[src/rtl/mem_port_arbiter_pkg.sv]
// Shared encodings for the instruction/data memory port arbiter.
package mem_port_arbiter_pkg;

   typedef enum logic [1:0] {
      ST_IDLE    = 2'd0,
      ST_ISSUE   = 2'd1,
      ST_WAIT_RD = 2'd2,
      ST_DONE    = 2'd3
   } arb_state_e;

   typedef enum logic {
      OWN_INST = 1'b0,
      OWN_DATA = 1'b1
   } arb_owner_e;

endpackage

[src/rtl/mem_arb_grant.sv]
// Fixed data-over-inst priority with a saturating streak counter that
// forces an inst grant after STARVE_LIMIT consecutive data grants.
module mem_arb_grant
   import mem_port_arbiter_pkg::*;
#(
   parameter int unsigned STARVE_LIMIT = 4
) (
   input  logic clk,
   input  logic reset,
   input  logic in_idle,
   input  logic arb_en,
   input  logic inst_req,
   input  logic inst_abort,
   input  logic data_req,
   output logic grant_inst_c,
   output logic grant_data_c
);

   localparam int unsigned CNT_W = $clog2(STARVE_LIMIT + 1);

   logic [CNT_W-1:0] streak_q;
   logic             inst_pend;
   logic             below_limit;

   assign inst_pend    = inst_req & ~inst_abort;
   assign below_limit  = (streak_q < CNT_W'(STARVE_LIMIT));
   assign grant_data_c = arb_en & data_req & (~inst_pend | below_limit);
   assign grant_inst_c = arb_en & inst_pend & ~grant_data_c;

   // Streak only grows while a fetch is actually waiting behind data.
   always_ff @(posedge clk or posedge reset) begin
      if (reset) begin
         streak_q <= '0;
      end else if (grant_inst_c || (in_idle && !inst_req)) begin
         streak_q <= '0;
      end else if (grant_data_c && inst_req && below_limit) begin
         streak_q <= streak_q + CNT_W'(1);
      end
   end

endmodule

[src/rtl/mem_port_arbiter.sv]
// Shares one single-ported memory between the fetch port and the data port,
// one transaction at a time, with a one-cycle valid pulse to the winner.
module mem_port_arbiter
   import mem_port_arbiter_pkg::*;
#(
   parameter int unsigned ADDR_W       = 32,
   parameter int unsigned DATA_W       = 32,
   parameter int unsigned STARVE_LIMIT = 4
) (
   input  logic                clk,
   input  logic                reset,
   input  logic                ip_inst_req,
   input  logic [ADDR_W-1:0]   ip_inst_addr,
   input  logic                ip_inst_abort,
   output logic                op_inst_valid,
   output logic [DATA_W-1:0]   op_inst_to_proc,
   input  logic                ip_data_rd,
   input  logic                ip_data_wr,
   input  logic [ADDR_W-1:0]   ip_data_addr,
   input  logic [DATA_W/8-1:0] ip_data_mask,
   input  logic [DATA_W-1:0]   ip_data_from_proc,
   output logic                op_data_valid,
   output logic [DATA_W-1:0]   op_data_to_proc,
   output logic [ADDR_W-1:0]   op_mem_addr,
   output logic                op_mem_rd,
   output logic                op_mem_wr,
   output logic [DATA_W/8-1:0] op_mem_mask,
   output logic [DATA_W-1:0]   op_mem_wdata,
   input  logic                ip_mem_ready,
   input  logic                ip_mem_rvalid,
   input  logic [DATA_W-1:0]   ip_mem_rdata
);

   localparam int unsigned MASK_W = DATA_W / 8;

   arb_state_e          state_q, state_d;
   arb_owner_e          owner_q, owner_d;
   logic                drop_q, drop_d;
   logic [ADDR_W-1:0]   mem_addr_d;
   logic                mem_rd_d, mem_wr_d;
   logic [MASK_W-1:0]   mem_mask_d;
   logic [DATA_W-1:0]   mem_wdata_d;
   logic                inst_valid_d, data_valid_d;
   logic [DATA_W-1:0]   inst_rdata_d, data_rdata_d;
   logic                in_idle, arb_en, grant_inst_c, grant_data_c;

   // No new grant in the valid cycle: the finished requester still holds its request.
   assign in_idle = (state_q == ST_IDLE);
   assign arb_en  = in_idle & ~op_inst_valid & ~op_data_valid;

   mem_arb_grant #(
      .STARVE_LIMIT (STARVE_LIMIT)
   ) u_grant (
      .clk          (clk),
      .reset        (reset),
      .in_idle      (in_idle),
      .arb_en       (arb_en),
      .inst_req     (ip_inst_req),
      .inst_abort   (ip_inst_abort),
      .data_req     (ip_data_rd | ip_data_wr),
      .grant_inst_c (grant_inst_c),
      .grant_data_c (grant_data_c)
   );

   always_ff @(posedge clk or posedge reset) begin
      if (reset) begin
         state_q         <= ST_IDLE;
         owner_q         <= OWN_INST;
         drop_q          <= 1'b0;
         op_mem_addr     <= '0;
         op_mem_rd       <= 1'b0;
         op_mem_wr       <= 1'b0;
         op_mem_mask     <= '0;
         op_mem_wdata    <= '0;
         op_inst_valid   <= 1'b0;
         op_data_valid   <= 1'b0;
         op_inst_to_proc <= '0;
         op_data_to_proc <= '0;
      end else begin
         state_q         <= state_d;
         owner_q         <= owner_d;
         drop_q          <= drop_d;
         op_mem_addr     <= mem_addr_d;
         op_mem_rd       <= mem_rd_d;
         op_mem_wr       <= mem_wr_d;
         op_mem_mask     <= mem_mask_d;
         op_mem_wdata    <= mem_wdata_d;
         op_inst_valid   <= inst_valid_d;
         op_data_valid   <= data_valid_d;
         op_inst_to_proc <= inst_rdata_d;
         op_data_to_proc <= data_rdata_d;
      end
   end

   always_comb begin
      state_d      = state_q;
      owner_d      = owner_q;
      drop_d       = drop_q;
      mem_addr_d   = op_mem_addr;
      mem_rd_d     = op_mem_rd;
      mem_wr_d     = op_mem_wr;
      mem_mask_d   = op_mem_mask;
      mem_wdata_d  = op_mem_wdata;
      inst_valid_d = 1'b0;
      data_valid_d = 1'b0;
      inst_rdata_d = op_inst_to_proc;
      data_rdata_d = op_data_to_proc;

      case (state_q)
         ST_IDLE: begin
            drop_d = 1'b0;
            if (grant_data_c) begin
               owner_d     = OWN_DATA;
               mem_addr_d  = ip_data_addr;
               mem_wr_d    = ip_data_wr;
               mem_rd_d    = ip_data_rd & ~ip_data_wr;
               mem_mask_d  = ip_data_wr ? ip_data_mask : '1;
               mem_wdata_d = ip_data_from_proc;
               state_d     = ST_ISSUE;
            end else if (grant_inst_c) begin
               owner_d     = OWN_INST;
               mem_addr_d  = ip_inst_addr;
               mem_wr_d    = 1'b0;
               mem_rd_d    = 1'b1;
               mem_mask_d  = '1;
               mem_wdata_d = '0;
               state_d     = ST_ISSUE;
            end
         end
         ST_ISSUE: begin
            if (owner_q == OWN_INST && ip_inst_abort) drop_d = 1'b1;
            if (ip_mem_ready) begin
               mem_rd_d = 1'b0;
               mem_wr_d = 1'b0;
               state_d  = op_mem_rd ? ST_WAIT_RD : ST_DONE;
            end
         end
         ST_WAIT_RD: begin
            if (owner_q == OWN_INST && ip_inst_abort) drop_d = 1'b1;
            if (ip_mem_rvalid) begin
               if (owner_q == OWN_INST) inst_rdata_d = ip_mem_rdata;
               else                     data_rdata_d = ip_mem_rdata;
               state_d = ST_DONE;
            end
         end
         ST_DONE: begin
            inst_valid_d = (owner_q == OWN_INST) & ~drop_q & ~ip_inst_abort;
            data_valid_d = (owner_q == OWN_DATA);
            drop_d       = 1'b0;
            state_d      = ST_IDLE;
         end
         default: state_d = ST_IDLE;
      endcase
   end

   // A simultaneous load and store request is executed as a store.
   a_rd_wr_exclusive: assert property (@(posedge clk) disable iff (reset)
      !(ip_data_rd && ip_data_wr));

endmodule

[config.mk]
export PLATFORM = sky130hd
export DESIGN_NAME = mem_port_arbiter
export DESIGN_NICKNAME = d
export VERILOG_FILES = /design/src/rtl/mem_port_arbiter_pkg.sv /design/src/rtl/mem_arb_grant.sv /design/src/rtl/mem_port_arbiter.sv
export SDC_FILE = /design/constraint.sdc
export NUM_CORES = 1
export LEC_CHECK = 0
export CAP_MARGIN = 20
export CORE_MARGIN = 4
export CORE_UTILIZATION = 45
export CTS_BUF_LIST = sky130_fd_sc_hd__clkbuf_4
export DETAILED_ROUTE_END_ITERATION = 7
export PLACE_DENSITY = 0.88
export SLEW_MARGIN = 5
export SYNTH_ARGS = -nofsm -noshare
export SYNTH_HDL_FRONTEND = slang
export SYNTH_SLANG_ARGS = --single-unit
[constraint.sdc]
create_clock -name clk -period 13.2 [get_ports clk]
set_input_delay 3.96 -clock clk [delete_from_list [all_inputs] [get_ports clk]]
set_output_delay 3.96 -clock clk [all_outputs]
set_load 0.03 [all_outputs]
==> Word level (Yosys, flattened, before mapping) <==
Cells that the tools add are included.
{ "totals": {"out_inout_bits": 136, "reg_bits": 143, "in_bits": 140} }
{ "op_classes": {"addsub": 1, "reduce_logical": 17, "bitwise_logic": 20, "n_mux": 27, "order_cmp": 1, "n_eq_ne": 7} }
{ "op_table": {"columns": ["op", "count"], "rows": [
  ["32-bit 2-to-1 mux", 4],
  ["4-bit 2-to-1 mux", 3],
  ["3-bit AND reduction", 4],
  ["1-bit bitwise AND", 10],
  ["1-bit 2-to-1 mux", 10],
  ["2-bit 2-to-1 mux", 4],
  ["1-bit NOT", 8],
  ["2-bit one-hot mux with 4 select lines", 1],
  ["3-bit 2-to-1 mux", 2],
  ["1-bit one-hot mux with 2 select lines", 3],
  ["2-bit nonzero test", 3],
  ["2-bit equality test, second input constant", 2],
  ["1-bit logical AND", 4],
  ["2-bit != test, second input constant", 2],
  ["2-bit OR reduction", 2],
  ["3-bit by 1-bit adder with 3-bit output, second input constant", 1],
  ["3-bit < comparator, second input constant", 1],
  ["3-bit by 1-bit != test with 1-bit output, second input constant", 1],
  ["2-bit by 1-bit equality test with 1-bit output, second input constant", 1],
  ["2-bit zero test", 1],
  ["2-bit by 1-bit != test with 1-bit output, second input constant", 1],
  ["1-bit bitwise OR", 2],
  ["2-bit AND reduction", 1],
  ["1-bit zero test", 1],
  ["1-bit logical OR", 1]
]} }

==> Longest topological paths before layout <==
{ "depth": {"word_depth": 10, "mapped_depth": 8, "mapped_depth_nobuf": 6} }

==> Modules after synthesis <==
A second synthesis with hierarchy kept.
{ "unflattened": {"hier_cells": 492, "area_unflattened_um2": 5930.7} }
{ "modules_own_cells": {"columns": ["module", "seq_area_each_um2", "instances", "area_each_um2", "cells_each"], "rows": [
  ["mem_port_arbiter", 3503.4, 1, 5730.5, 472],
  ["mem_arb_grant", 75.1, 1, 200.2, 20]
]} }

==> Least setup slack after synthesis <==
No wires, ideal clock.
{ "synth_timing": {"path_type": "input to register", "from": "input ip_data_rd", "to": "register op_mem_addr[10]", "required_ns": 13.123, "path_buffers": 3, "t_arrival_ns": 5.028, "path_stages": 7, "slack_ns": 8.095, "cell_sequence": "or2_0 clkbuf_1 o21ai_2 buf_4 buf_2 a21oi_1 a21oi_1"} }
{ "synth_between": {"elab_chain_cells": 7} }
{ "synth_rtl": {"columns": ["element", "line", "text"], "rows": [
  ["from (decl)", "mem_port_arbiter.sv:17", "input logic ip_data_rd,"],
  ["1-bit bitwise OR *", "mem_port_arbiter.sv:60", ".data_req (ip_data_rd | ip_data_wr),"],
  ["1-bit bitwise AND * (2 in series)", "mem_arb_grant.sv:27", "assign grant_data_c = arb_en & data_req & (~inst_pend | below_limit);"],
  ["1-bit NOT", "mem_arb_grant.sv:28", "assign grant_inst_c = arb_en & inst_pend & ~grant_data_c;"],
  ["1-bit bitwise AND", "mem_arb_grant.sv:28", null],
  ["2-bit nonzero test (no source line)", null, null],
  ["2-bit AND reduction (no source line)", null, null],
  ["to (signal assigned)", "mem_port_arbiter.sv:83", "op_mem_addr <= mem_addr_d;"],
  ["to (decl)", "mem_port_arbiter.sv:24", "output logic [ADDR_W-1:0] op_mem_addr,"]
]} }
Mark *: on every way between the ends. The rest lies on a longest branch, timed or not.
A chain may end at the register's enable or synchronous reset.

==> Worst setup path in the final report <==
{ "layout_timing": {"from": "input ip_data_wr", "to": "register op_mem_addr[8]"} }
{ "layout_between": {"elab_chain_cells": 7} }
{ "layout_rtl": {"columns": ["element", "line", "text"], "rows": [
  ["from (decl)", "mem_port_arbiter.sv:18", "input logic ip_data_wr,"],
  ["1-bit bitwise OR *", "mem_port_arbiter.sv:60", null],
  ["1-bit bitwise AND * (2 in series)", "mem_arb_grant.sv:27", null],
  ["1-bit NOT", "mem_arb_grant.sv:28", null],
  ["1-bit bitwise AND", "mem_arb_grant.sv:28", null],
  ["2-bit nonzero test (no source line)", null, null],
  ["2-bit AND reduction (no source line)", null, null]
]} }
Marked as above.

==> flow_summary.toml <==
[worst_hold_path]
min_path_type = "reg -> reg"

[worst_setup_path]
cp_max_fo = 46
path_cells = "clkdlybuf4s50_1, or2_0, o21ai_4, buf_4, a21oi_1, a21oi_1"
path_common_cell = "a21oi_1"
crit_type = "in -> reg"
cp_top_family = "buffers and inverters"
crit_path_end_kind = "flip-flop"
cp.required_ps = 13650
slowest_delay_ps = 570
start_kind = "input pin"
crit_arrival_ps = 6170
cpMaxStageDelayCell = "o21ai_4"
crit_buf_inv = 2

[die]
die_w_um = 120.6
ios = 276
row_count = 40
initial_core_util_pct = 46.72
core_area_um2 = 12210
fp.dieH_um = 120.6
die-area_um2 = 14540

[clock_tree]
cts-resized-gates = 0
numCtsBuffers = 17
post_cts_buffers = 0
cts_buffer_depth = 2
cts_sinks = 143
cts_tree = "built"
cts-htree-levels = 4
root_buffer = "clkbuf_4"
path_clk_slew_ps = 120
ctsHoldBuffers = 0
insertion_delay_ps = 520

[drt]
wl_per_cell_um = 19.11
drtIter0Drc = 227
dr.pass1.iters = 6
vias_per_cell = 5.241
wirelength_mm = 17.33
vias = 4754
detail-route-antenna-nets = 0
drc_errors = 0

[place]
place_congestion = 0.7802
io_buffers = 275
dp_slack_ps = 6840
place.detailed.hpwl_mm = 12.90

[timing]
tightest_slew_ps = 833.0
skew_ps = 11.21
fmax_ghz = 0.1748
finalSetupTns_ps = 0
fin_crit_ps = 5721
post-route-period-util_pct = 43.34
finalHoldViolCount = 0
setup_viol = 0
finalMaxSlewViolations = 0
rsz0062_at_grt = "false"
timing.final.ws_setup_ps = 7479
slew_headroom_pct = 44.46

[global_route]
overflow = 0
grt_pass1_vias = 5292
track_usage_pct = 24.30
antenna_found_initial = 0
grt_max_degree = 96
grt_pass1_wl_mm = 27.39

[flow_run]
max_cap_viol_count = 0

[run_status]
status = "complete, no violations"

[yosys]
seq_area_frac_synth_pct = 62.72
yosysUniqueCellTypes = 35
synth_nets = 599
synth_seq_cells = 143
yosys_warnings = 0
syn_inst = 453
syn_area_per_cell_um2 = 12.59
synth_area_um2 = 5705

[power_and_ir_drop]
ir_drop_v = 0.0001832
p_leak_nw = 3.828
powerDensity_nw_per_um2 = 269.9

[layout]
nNetsFinal = 872
diodes = 0
layout-drive-gt1-share_pct = 14.34
area_growth_pct = 55.68
-- sequential cells by signal, indices dropped and copies added (netlist names) --
| name | count |
|---|---|
| op_mem_rd | 1 |
| op_mem_wr | 1 |
| op_mem_addr | 32 |
| state_q | 2 |
| op_mem_mask | 4 |
| op_data_valid | 1 |
| op_mem_wdata | 32 |
| u_grant.streak_q | 3 |
| op_inst_valid | 1 |
| op_inst_to_proc | 32 |
| drop_q | 1 |
| op_data_to_proc | 32 |
| owner_q | 1 |
-- where the power goes --
part | switching, mW | total [mW] | internal, mW
Sequential | 0.124 | 0.775 | 0.651
Combinational | 0.765 | 1.37 | 0.605
Clock | 0.157 | 0.252 | 0.0945
-- metrics by stage --
stage | instance area [um2] | instances | power [mW] | hold WS, ps | util [%]
2_1_floorplan | 5705 | 453 | 1.562 | 409.0 | -
3_3_place_gp | 8567 | 872 | 2.090 | 416.4 | 70.15
3_5_place_dp | 8610 | 874 | 2.149 | 424.8 | 70.50
4_1_cts | 8862 | 906 | 2.410 | 427.6 | 72.57
5_1_grt | 8882 | 907 | 2.531 | 448.8 | 72.74
6_report | 8882 | 907 | 2.398 | 428.5 | 72.74
-- layout make-up --
type	instances	area, um2
flip-flops and latches	143	3578
fillers	838	3329
repair buffers	282	2845
multi-input cells	276	1968
well taps	168	210.2
clock buffers	18	135.1
clock inverters	14	117.6
inverters	6	27.53
-- cells by family after synthesis --
family	Yosys count	share of synthesized area, %
XOR/XNOR	1	0.1535
AND/OR/NAND/NOR	88	6.842
buffers and inverters	34	2.939
flip-flops	143	62.72
AO/OA/AOI/OAI	115	13.03
multiplexers	66	13.00
adder cells (fa/ha/maj)	6	1.316
-- layout by cell type, fill, tap and decap left out, types with 2 or more instances in the layout --
| cell type | count |
|---|---|
| nand3b_1 | 2 |
| nor2_1 | 35 |
| dfrtp_1 | 143 |
| buf_4 | 4 |
| clkinv_4 | 2 |
| inv_1 | 5 |
| ha_1 | 6 |
| nor2b_1 | 3 |
| nand2b_1 | 2 |
| a21oi_1 | 67 |
| mux2_2 | 65 |
| clkinv_2 | 3 |
| a21boi_0 | 2 |
| o21a_1 | 2 |
| clkinv_1 | 2 |
| nand2_1 | 36 |
| clkdlybuf4s50_1 | 275 |
| clkinvlp_4 | 4 |
| clkbuf_4 | 18 |
| inv_6 | 3 |
| o22ai_1 | 2 |
| a22o_1 | 32 |
| o22a_1 | 4 |
| nand3_1 | 3 |
-- synth_stat cells (all sizes together) --
master / instances / share of area [%]
dfrtp: 143 / 63
a21oi: 67 / 5.9
mux2: 65 / 13
nand2: 36 / 2.4
nor2: 35 / 2.3
a22o: 32 / 4.9
buf: 21 / 2.1
clkbuf: 7 / 0.46
ha: 6 / 1.3
inv: 6 / 0.39
o22a: 4 / 0.61
nand3: 3 / 0.26
nor2b: 3 / 0.33
a21boi: 2 / 0.26
and3: 2 / 0.22
nand2b: 2 / 0.22
nand3b: 2 / 0.26
o21a: 2 / 0.26
o22ai: 2 / 0.22
a22oi: 1 / 0.13
a2bb2oi: 1 / 0.15
a41oi: 1 / 0.15
and2: 1 / 0.11
and4b: 1 / 0.18
mux2i: 1 / 0.18
nor3b: 1 / 0.33
nor4b: 1 / 0.15
o211ai: 1 / 0.13
o21ai: 1 / 0.15
o32ai: 1 / 0.15
or2: 1 / 0.11
xnor2: 1 / 0.15
-- per-layer routing --
metal | vias up | part of all wire, % | GRT usage, %
met5 | - | 0 | 0
met2 | 253 | 50 | 40.80
met4 | 0 | 2.9 | 10.27
met3 | 42 | 11 | 10.76
met1 | 2320 | 36 | 26.82
li1 | 2139 | - | -
-- path summary, 6_finish.rpt --
path / from / end / slack, ps / depth (start not counted)
worst max-delay path: ip_data_wr / op_mem_addr[8] / 7480 / 6
worst min register to register: drop_q / op_inst_valid / 430 / 1
min in group asynchronous: reset / op_data_to_proc[0] / 3980 / 2
worst min-delay path: drop_q / op_inst_valid / 430 / 1
worst max register to register: state_q[0] / op_mem_addr[25] / 10780 / 7
max in group asynchronous: reset / op_inst_to_proc[1] / 8050 / 3
Power figures use the tool's default switching activity.
